==> config.mk <==
export PLATFORM = sky130hd
export DESIGN_NAME = digdug_devbus_arbiter_flat
export DESIGN_NICKNAME = d
export VERILOG_FILES = /design/src/rtl/digdug_devbus_arbiter_if.sv /design/src/rtl/digdug_devbus_arbiter.sv /design/src/flat_wrapper.sv
export SDC_FILE = /design/constraint.sdc
export NUM_CORES = 1
export LEC_CHECK = 0
export CAP_MARGIN = 20
export CELL_PAD_IN_SITES_DETAIL_PLACEMENT = 1
export CELL_PAD_IN_SITES_GLOBAL_PLACEMENT = 1
export CORE_MARGIN = 2
export CORE_UTILIZATION = 32
export DETAILED_ROUTE_END_ITERATION = 12
export GPL_ROUTABILITY_DRIVEN = 0
export HOLD_SLACK_MARGIN = 0.1
export PLACE_DENSITY_LB_ADDON = 0.1
export SLEW_MARGIN = 5
export SYNTH_ARGS = -nofsm -noshare
export SYNTH_HDL_FRONTEND = slang
export SYNTH_SLANG_ARGS = --single-unit
==> constraint.sdc <==
create_clock -name MCLK -period 4.8 [get_ports MCLK]
set_input_delay 0.72 -clock MCLK [delete_from_list [all_inputs] [get_ports MCLK]]
set_output_delay 0.72 -clock MCLK [all_outputs]
set_load 0.03 [all_outputs]
==> src/rtl/digdug_devbus_arbiter_if.sv <==
// Signal bundle between the three CPU cores, the device bus arbiter and the I/O device module.
// The arbiter connects through the master modport and its environment through the slave modport.
interface digdug_devbus_arbiter_if;
    logic        PAUSE;
    logic [2:0]  REQ;
    logic [47:0] RQ_AD;
    logic [2:0]  RQ_WR;
    logic [23:0] RQ_DO;
    logic [7:0]  RQ_DI;
    logic [2:0]  ACK;
    logic [2:0]  GNT;
    logic        BUSY;
    logic        TOUT;
    logic [15:0] DEV_AD;
    logic        DEV_RD;
    logic        DEV_WR;
    logic [7:0]  DEV_DI;
    logic        DEV_DV;
    logic [7:0]  DEV_DO;

    modport master (
        input  PAUSE, REQ, RQ_AD, RQ_WR, RQ_DO, DEV_DV, DEV_DO,
        output RQ_DI, ACK, GNT, BUSY, TOUT, DEV_AD, DEV_RD, DEV_WR, DEV_DI
    );

    modport slave (
        output PAUSE, REQ, RQ_AD, RQ_WR, RQ_DO, DEV_DV, DEV_DO,
        input  RQ_DI, ACK, GNT, BUSY, TOUT, DEV_AD, DEV_RD, DEV_WR, DEV_DI
    );
endinterface

==> src/rtl/digdug_devbus_arbiter.sv <==
// Round-robin arbiter serialising main/sub/sound CPU accesses into single-beat device bus
// transactions, with a one-cycle ACK per completion and a DEV_DV timeout for reads.
module digdug_devbus_arbiter #(
    parameter int unsigned TMO = 15
) (
    input  logic MCLK,
    input  logic RESET_N,
    digdug_devbus_arbiter_if.master bus
);
    localparam logic [7:0] TmoCount = 8'(TMO);

    typedef enum logic [1:0] {IDLE, ISSUE, WAIT, DONE} state_t;

    state_t      state_q, state_d;
    logic [1:0]  ptr_q, ptr_d;
    logic [1:0]  owner_q, owner_d;
    logic [15:0] addr_q, addr_d;
    logic [7:0]  wrData_q, wrData_d;
    logic        isWrite_q, isWrite_d;
    logic [7:0]  count_q, count_d;
    logic        tout_q, tout_d;
    logic [7:0]  rdData_q, rdData_d;
    logic [1:0]  pick;

    // Round-robin search starting at the priority pointer; only meaningful when REQ != 0.
    always_comb begin
        pick = 2'd0;
        case (ptr_q)
            2'd0:    pick = bus.REQ[0] ? 2'd0 : (bus.REQ[1] ? 2'd1 : 2'd2);
            2'd1:    pick = bus.REQ[1] ? 2'd1 : (bus.REQ[2] ? 2'd2 : 2'd0);
            default: pick = bus.REQ[2] ? 2'd2 : (bus.REQ[0] ? 2'd0 : 2'd1);
        endcase
    end

    always_comb begin
        state_d   = state_q;
        ptr_d     = ptr_q;
        owner_d   = owner_q;
        addr_d    = addr_q;
        wrData_d  = wrData_q;
        isWrite_d = isWrite_q;
        count_d   = count_q;
        tout_d    = tout_q;
        rdData_d  = rdData_q;
        case (state_q)
            IDLE: begin
                if (!bus.PAUSE && bus.REQ != 3'b000) begin
                    owner_d   = pick;
                    addr_d    = bus.RQ_AD[{pick, 4'b0000} +: 16];
                    wrData_d  = bus.RQ_DO[{pick, 3'b000} +: 8];
                    isWrite_d = bus.RQ_WR[pick];
                    ptr_d     = (pick == 2'd2) ? 2'd0 : pick + 2'd1;
                    count_d   = 8'd0;
                    tout_d    = 1'b0;
                    state_d   = ISSUE;
                end
            end
            ISSUE, WAIT: begin
                if (isWrite_q) begin
                    state_d = DONE;
                end else if (bus.DEV_DV) begin
                    rdData_d = bus.DEV_DO;
                    state_d  = DONE;
                end else if (count_q + 8'd1 == TmoCount) begin
                    // The device never answered: complete with all-ones data and flag it.
                    count_d  = count_q + 8'd1;
                    rdData_d = 8'hFF;
                    tout_d   = 1'b1;
                    state_d  = DONE;
                end else begin
                    count_d = count_q + 8'd1;
                    state_d = WAIT;
                end
            end
            default: begin
                count_d = 8'd0;
                tout_d  = 1'b0;
                state_d = IDLE;
            end
        endcase
    end

    always_ff @(posedge MCLK or negedge RESET_N) begin
        if (!RESET_N) begin
            state_q   <= IDLE;
            ptr_q     <= 2'd0;
            owner_q   <= 2'd0;
            addr_q    <= 16'h0000;
            wrData_q  <= 8'h00;
            isWrite_q <= 1'b0;
            count_q   <= 8'd0;
            tout_q    <= 1'b0;
            rdData_q  <= 8'h00;
        end else begin
            state_q   <= state_d;
            ptr_q     <= ptr_d;
            owner_q   <= owner_d;
            addr_q    <= addr_d;
            wrData_q  <= wrData_d;
            isWrite_q <= isWrite_d;
            count_q   <= count_d;
            tout_q    <= tout_d;
            rdData_q  <= rdData_d;
        end
    end

    // Outputs decode registered state only, so a reset clears the strobes immediately.
    assign bus.BUSY   = (state_q != IDLE);
    assign bus.GNT    = (state_q != IDLE) ? (3'b001 << owner_q) : 3'b000;
    assign bus.ACK    = (state_q == DONE) ? (3'b001 << owner_q) : 3'b000;
    assign bus.TOUT   = (state_q == DONE) && tout_q;
    assign bus.DEV_WR = (state_q == ISSUE) && isWrite_q;
    assign bus.DEV_RD = ((state_q == ISSUE) || (state_q == WAIT)) && !isWrite_q;
    assign bus.DEV_AD = addr_q;
    assign bus.DEV_DI = wrData_q;
    assign bus.RQ_DI  = rdData_q;
endmodule

==> src/flat_wrapper.sv <==
// flat-port wrapper written by rule: the top's interface ports become plain ports
module digdug_devbus_arbiter_flat 
#(
    parameter int unsigned TMO = 15
)
  (MCLK, RESET_N, bus_PAUSE, bus_REQ, bus_RQ_AD, bus_RQ_WR, bus_RQ_DO, bus_DEV_DV, bus_DEV_DO, bus_RQ_DI, bus_ACK, bus_GNT, bus_BUSY, bus_TOUT, bus_DEV_AD, bus_DEV_RD, bus_DEV_WR, bus_DEV_DI);
  digdug_devbus_arbiter_if bus_i ();
  input  logic MCLK;
  input  logic RESET_N;
  input wire logic [$bits(bus_i.PAUSE)-1:0] bus_PAUSE;
  input wire logic [$bits(bus_i.REQ)-1:0] bus_REQ;
  input wire logic [$bits(bus_i.RQ_AD)-1:0] bus_RQ_AD;
  input wire logic [$bits(bus_i.RQ_WR)-1:0] bus_RQ_WR;
  input wire logic [$bits(bus_i.RQ_DO)-1:0] bus_RQ_DO;
  input wire logic [$bits(bus_i.DEV_DV)-1:0] bus_DEV_DV;
  input wire logic [$bits(bus_i.DEV_DO)-1:0] bus_DEV_DO;
  output wire logic [$bits(bus_i.RQ_DI)-1:0] bus_RQ_DI;
  output wire logic [$bits(bus_i.ACK)-1:0] bus_ACK;
  output wire logic [$bits(bus_i.GNT)-1:0] bus_GNT;
  output wire logic [$bits(bus_i.BUSY)-1:0] bus_BUSY;
  output wire logic [$bits(bus_i.TOUT)-1:0] bus_TOUT;
  output wire logic [$bits(bus_i.DEV_AD)-1:0] bus_DEV_AD;
  output wire logic [$bits(bus_i.DEV_RD)-1:0] bus_DEV_RD;
  output wire logic [$bits(bus_i.DEV_WR)-1:0] bus_DEV_WR;
  output wire logic [$bits(bus_i.DEV_DI)-1:0] bus_DEV_DI;
  assign bus_i.PAUSE = bus_PAUSE;
  assign bus_i.REQ = bus_REQ;
  assign bus_i.RQ_AD = bus_RQ_AD;
  assign bus_i.RQ_WR = bus_RQ_WR;
  assign bus_i.RQ_DO = bus_RQ_DO;
  assign bus_i.DEV_DV = bus_DEV_DV;
  assign bus_i.DEV_DO = bus_DEV_DO;
  assign bus_RQ_DI = bus_i.RQ_DI;
  assign bus_ACK = bus_i.ACK;
  assign bus_GNT = bus_i.GNT;
  assign bus_BUSY = bus_i.BUSY;
  assign bus_TOUT = bus_i.TOUT;
  assign bus_DEV_AD = bus_i.DEV_AD;
  assign bus_DEV_RD = bus_i.DEV_RD;
  assign bus_DEV_WR = bus_i.DEV_WR;
  assign bus_DEV_DI = bus_i.DEV_DI;
  digdug_devbus_arbiter #(.TMO(TMO)) u_core (.MCLK(MCLK), .RESET_N(RESET_N), .bus(bus_i));
endmodule
==> flow_summary.yaml <==
status:
  status: "finished, final reports clean"
pwr:
  p_switching_mw: 1.11
  intPower_mw: 1.25
  leakagePower_nw: 1.68
  pwr-share-seq: 0.286
  vdd_ir_drop_max_uv: 203
  swShare: 0.469
  p_per_area_nw_per_um2: 553
  p_clk_frac: 0.109
  p_comb_frac: 0.605
cts:
  cts_resized: 0
  cts_buffers: 5
  clkLatencyLatePin_ps: 300
  postCtsSetupBuffers: 0
  cts_num_sinks: 48
  htreeDepth: 2
  ctsHoldBuffers: 0
  cts_tree: "built"
  clk_pin_slew_ps: 90
  clockBufferDepth: 2
  ctsRootBufferMaster: "clkbuf_8"
logic_synthesis:
  synth_edf_count: 0
  avgSynthCellArea_um2: 9.50
  yosysUniqueCellTypes: 43
  yosys.area.top_type: "dfrtp_1"
  synth_warnings: 0
  syn_nets: 389
  synthCells: 293
  ys_ff_latch: 48
  ys_async_sr_fraction: 1.00
  syn_area_um2: 2780
  ys.flop_type: "dfrtp_1"
  seq_area_frac_synth: 0.432
  netlist.area_leader.share: 0.432
  synthTopCellsByArea: "dfrtp_1 43%, a221oi_2 10%, o22ai_1 7.4%"
global_route:
  grt_pass1_wl_um: 15000
  grt.overflow.total: 0
  grt_pass1_vias: 3026
  grt_max_degree: 54
  antenna_found_initial: 0
  track_usage: 0.192
critical_path:
  rr_worst_depth: 7
  start_kind: "flop"
  crit_path_end_kind: "output pin"
  crit_type: "reg2out"
  crit_required_ps: 4080
  arrival_ps: 2510
  worstPathMaxFanout: 18
cells_and_area:
  nets: 512
  multi_input_area_um2: 1450
  diodes: 0
  drive_gt1_frac: 0.101
  seqCellArea_um2: 1200
  area_growth_pct: 53.4
  fill_cells: 991
sta:
  fin_crit_ps: 3230
  max-slew-margin-rel: 0.418
  final_hold_viol_count: 0
  rsz0062_at_grt: "no"
  worst_pin_slew_ps: 873
  setup_viol: 0
  drv_slew: 0
  fin_setup_tns_ps: 0
  finalCritPeriodShare: 0.672
  setup_ws_ps: 1570
  fmax_ghz: 0.310
  finClkSkew_ps: 6.80
route:
  routed_wl_um: 9120
  drtAntennaViolNets: 0
  vias_per_cell: 5.36
  num_vias: 2814
  drc: 0
  dr.pass1.iters: 4
  wl_per_cell_um: 17.4
  drt_iter0_drc: 71
placed_design:
  dpl_worst_slack_ps: 1750
  portBuffers: 131
  hpwl_um: 6610
floorplanning:
  dieArea_um2: 9460
  ios: 132
  die_w_um: 97.3
  core_region_area_um2: 8590
  placementRows: 34
  die_h_um: 97.3
  initial_core_util: 0.324
flow_run:
  cap_violations: 0
worst_hold_path:
  hold_class: "in2async"
cell usage after synthesis, drive strengths merged (2+ instances only):
cell type  instances
a21oi             11
dfrtp             48
a221oi            25
o21ai             36
nand3              5
nor2b              3
a32o               3
o22ai             33
ha                 6
a21boi             2
buf               12
and2               3
nor3b              3
nor3               6
clkbuf            11
nor2              40
nand4              4
nand2             12
or3                2
inv                7
o21a               3
and3b              3
path summary, 6_finish.rpt:
check / slack [ps] / from / end
setup / recovery: 1570 / u_core.state_q[0] / bus_DEV_RD
hold / removal: 510 / RESET_N / u_core.tout_q
setup reg to reg: 2390 / u_core.state_q[1] / u_core.bus.DEV_AD[15]
hold reg to reg: 550 / u_core.tout_q / u_core.tout_q
max in group asynchronous: 3860 / RESET_N / u_core.bus.DEV_AD[1]
min in group MCLK: 550 / u_core.tout_q / u_core.tout_q
placed cells by master (no fill, tap or decap), types with 2 or more instances in the layout:
master,count
clkdlybuf4s50_1,130
dfrtp_1,48
nor2_1,40
o21ai_0,34
o22ai_1,33
a221oi_2,19
nand2_1,12
a21oi_1,11
buf_4,8
inv_1,6
a221oi_1,6
ha_1,6
clkbuf_8,6
nand3_1,5
nor3_1,4
nand4_1,4
nor3b_1,3
and3b_1,3
and2_1,3
nor2b_1,3
o21a_1,3
a32o_1,3
or3_1,2
o21ai_1,2
a21boi_0,2
clkinv_2,2
critical path, stage by stage, from the launching register on:
cell             delay, ps
dfrtp_1                430
inv_1                   60
ha_1                   630
nor2b_1                210
buf_4                  180
clkdlybuf4s50_1        690
power groups by stage:
stage	sequential [mW]	clock [mW]	combinational (mW)
6_report	0.675	0.257	1.43
5_1_grt	0.702	0.281	1.55
4_1_cts	0.674	0.267	1.44
3_5_place_dp	0.680	0	1.44
3_3_place_gp	0.672	0	1.41
2_1_floorplan	0.842	0	0.738
through the flow:
stage               power (mW)  area (µm²)  std cells  hold WS, ps  utilization
floorplan                 1.58        2780        293          424            -
global placement          2.08        4180        517          531        0.486
detailed placement        2.12        4180        517          536        0.486
CTS                       2.39        4270        525          540        0.497
global route              2.53        4270        525          568        0.497
finish                    2.36        4270        525          511        0.497
state kept, by name, indices dropped and copies added, names as in the netlist:
signal	count
u_core.owner_q	2
u_core.count_q	8
u_core.ptr_q	2
u_core.bus.DEV_DI	8
u_core.state_q	2
u_core.bus.RQ_DI	8
u_core.isWrite_q	1
u_core.bus.DEV_AD	16
u_core.tout_q	1
kinds of logic after synthesis:
group	Yosys count	share of synthesized area
xor+xnor	2	0.00630
buf+inv	30	0.0531
compound gates	118	0.320
simple gates	87	0.155
flops	48	0.432
mux	2	0.00764
fa+ha+maj	6	0.0270
layout make-up:
type	count	area share
Clock inverter	2	0.00235
Clock buffer	6	0.0193
Multi-Input combinational cell	215	0.339
Sequential cell	48	0.281
Timing Repair Buffer	139	0.320
Tap cell	108	0.0317
Inverter	7	0.00616
layer usage:
layer / GRT usage / vias up / part of all wire
li1: - / 1356 / -
met3: 0.0468 / 6 / 0.061
met1: 0.249 / 1369 / 0.44
met4: 0.0385 / 0 / 0.0084
met5: 0 / - / 0
met2: 0.330 / 83 / 0.49
No activity file was read; power rests on OpenSTA's default activity.
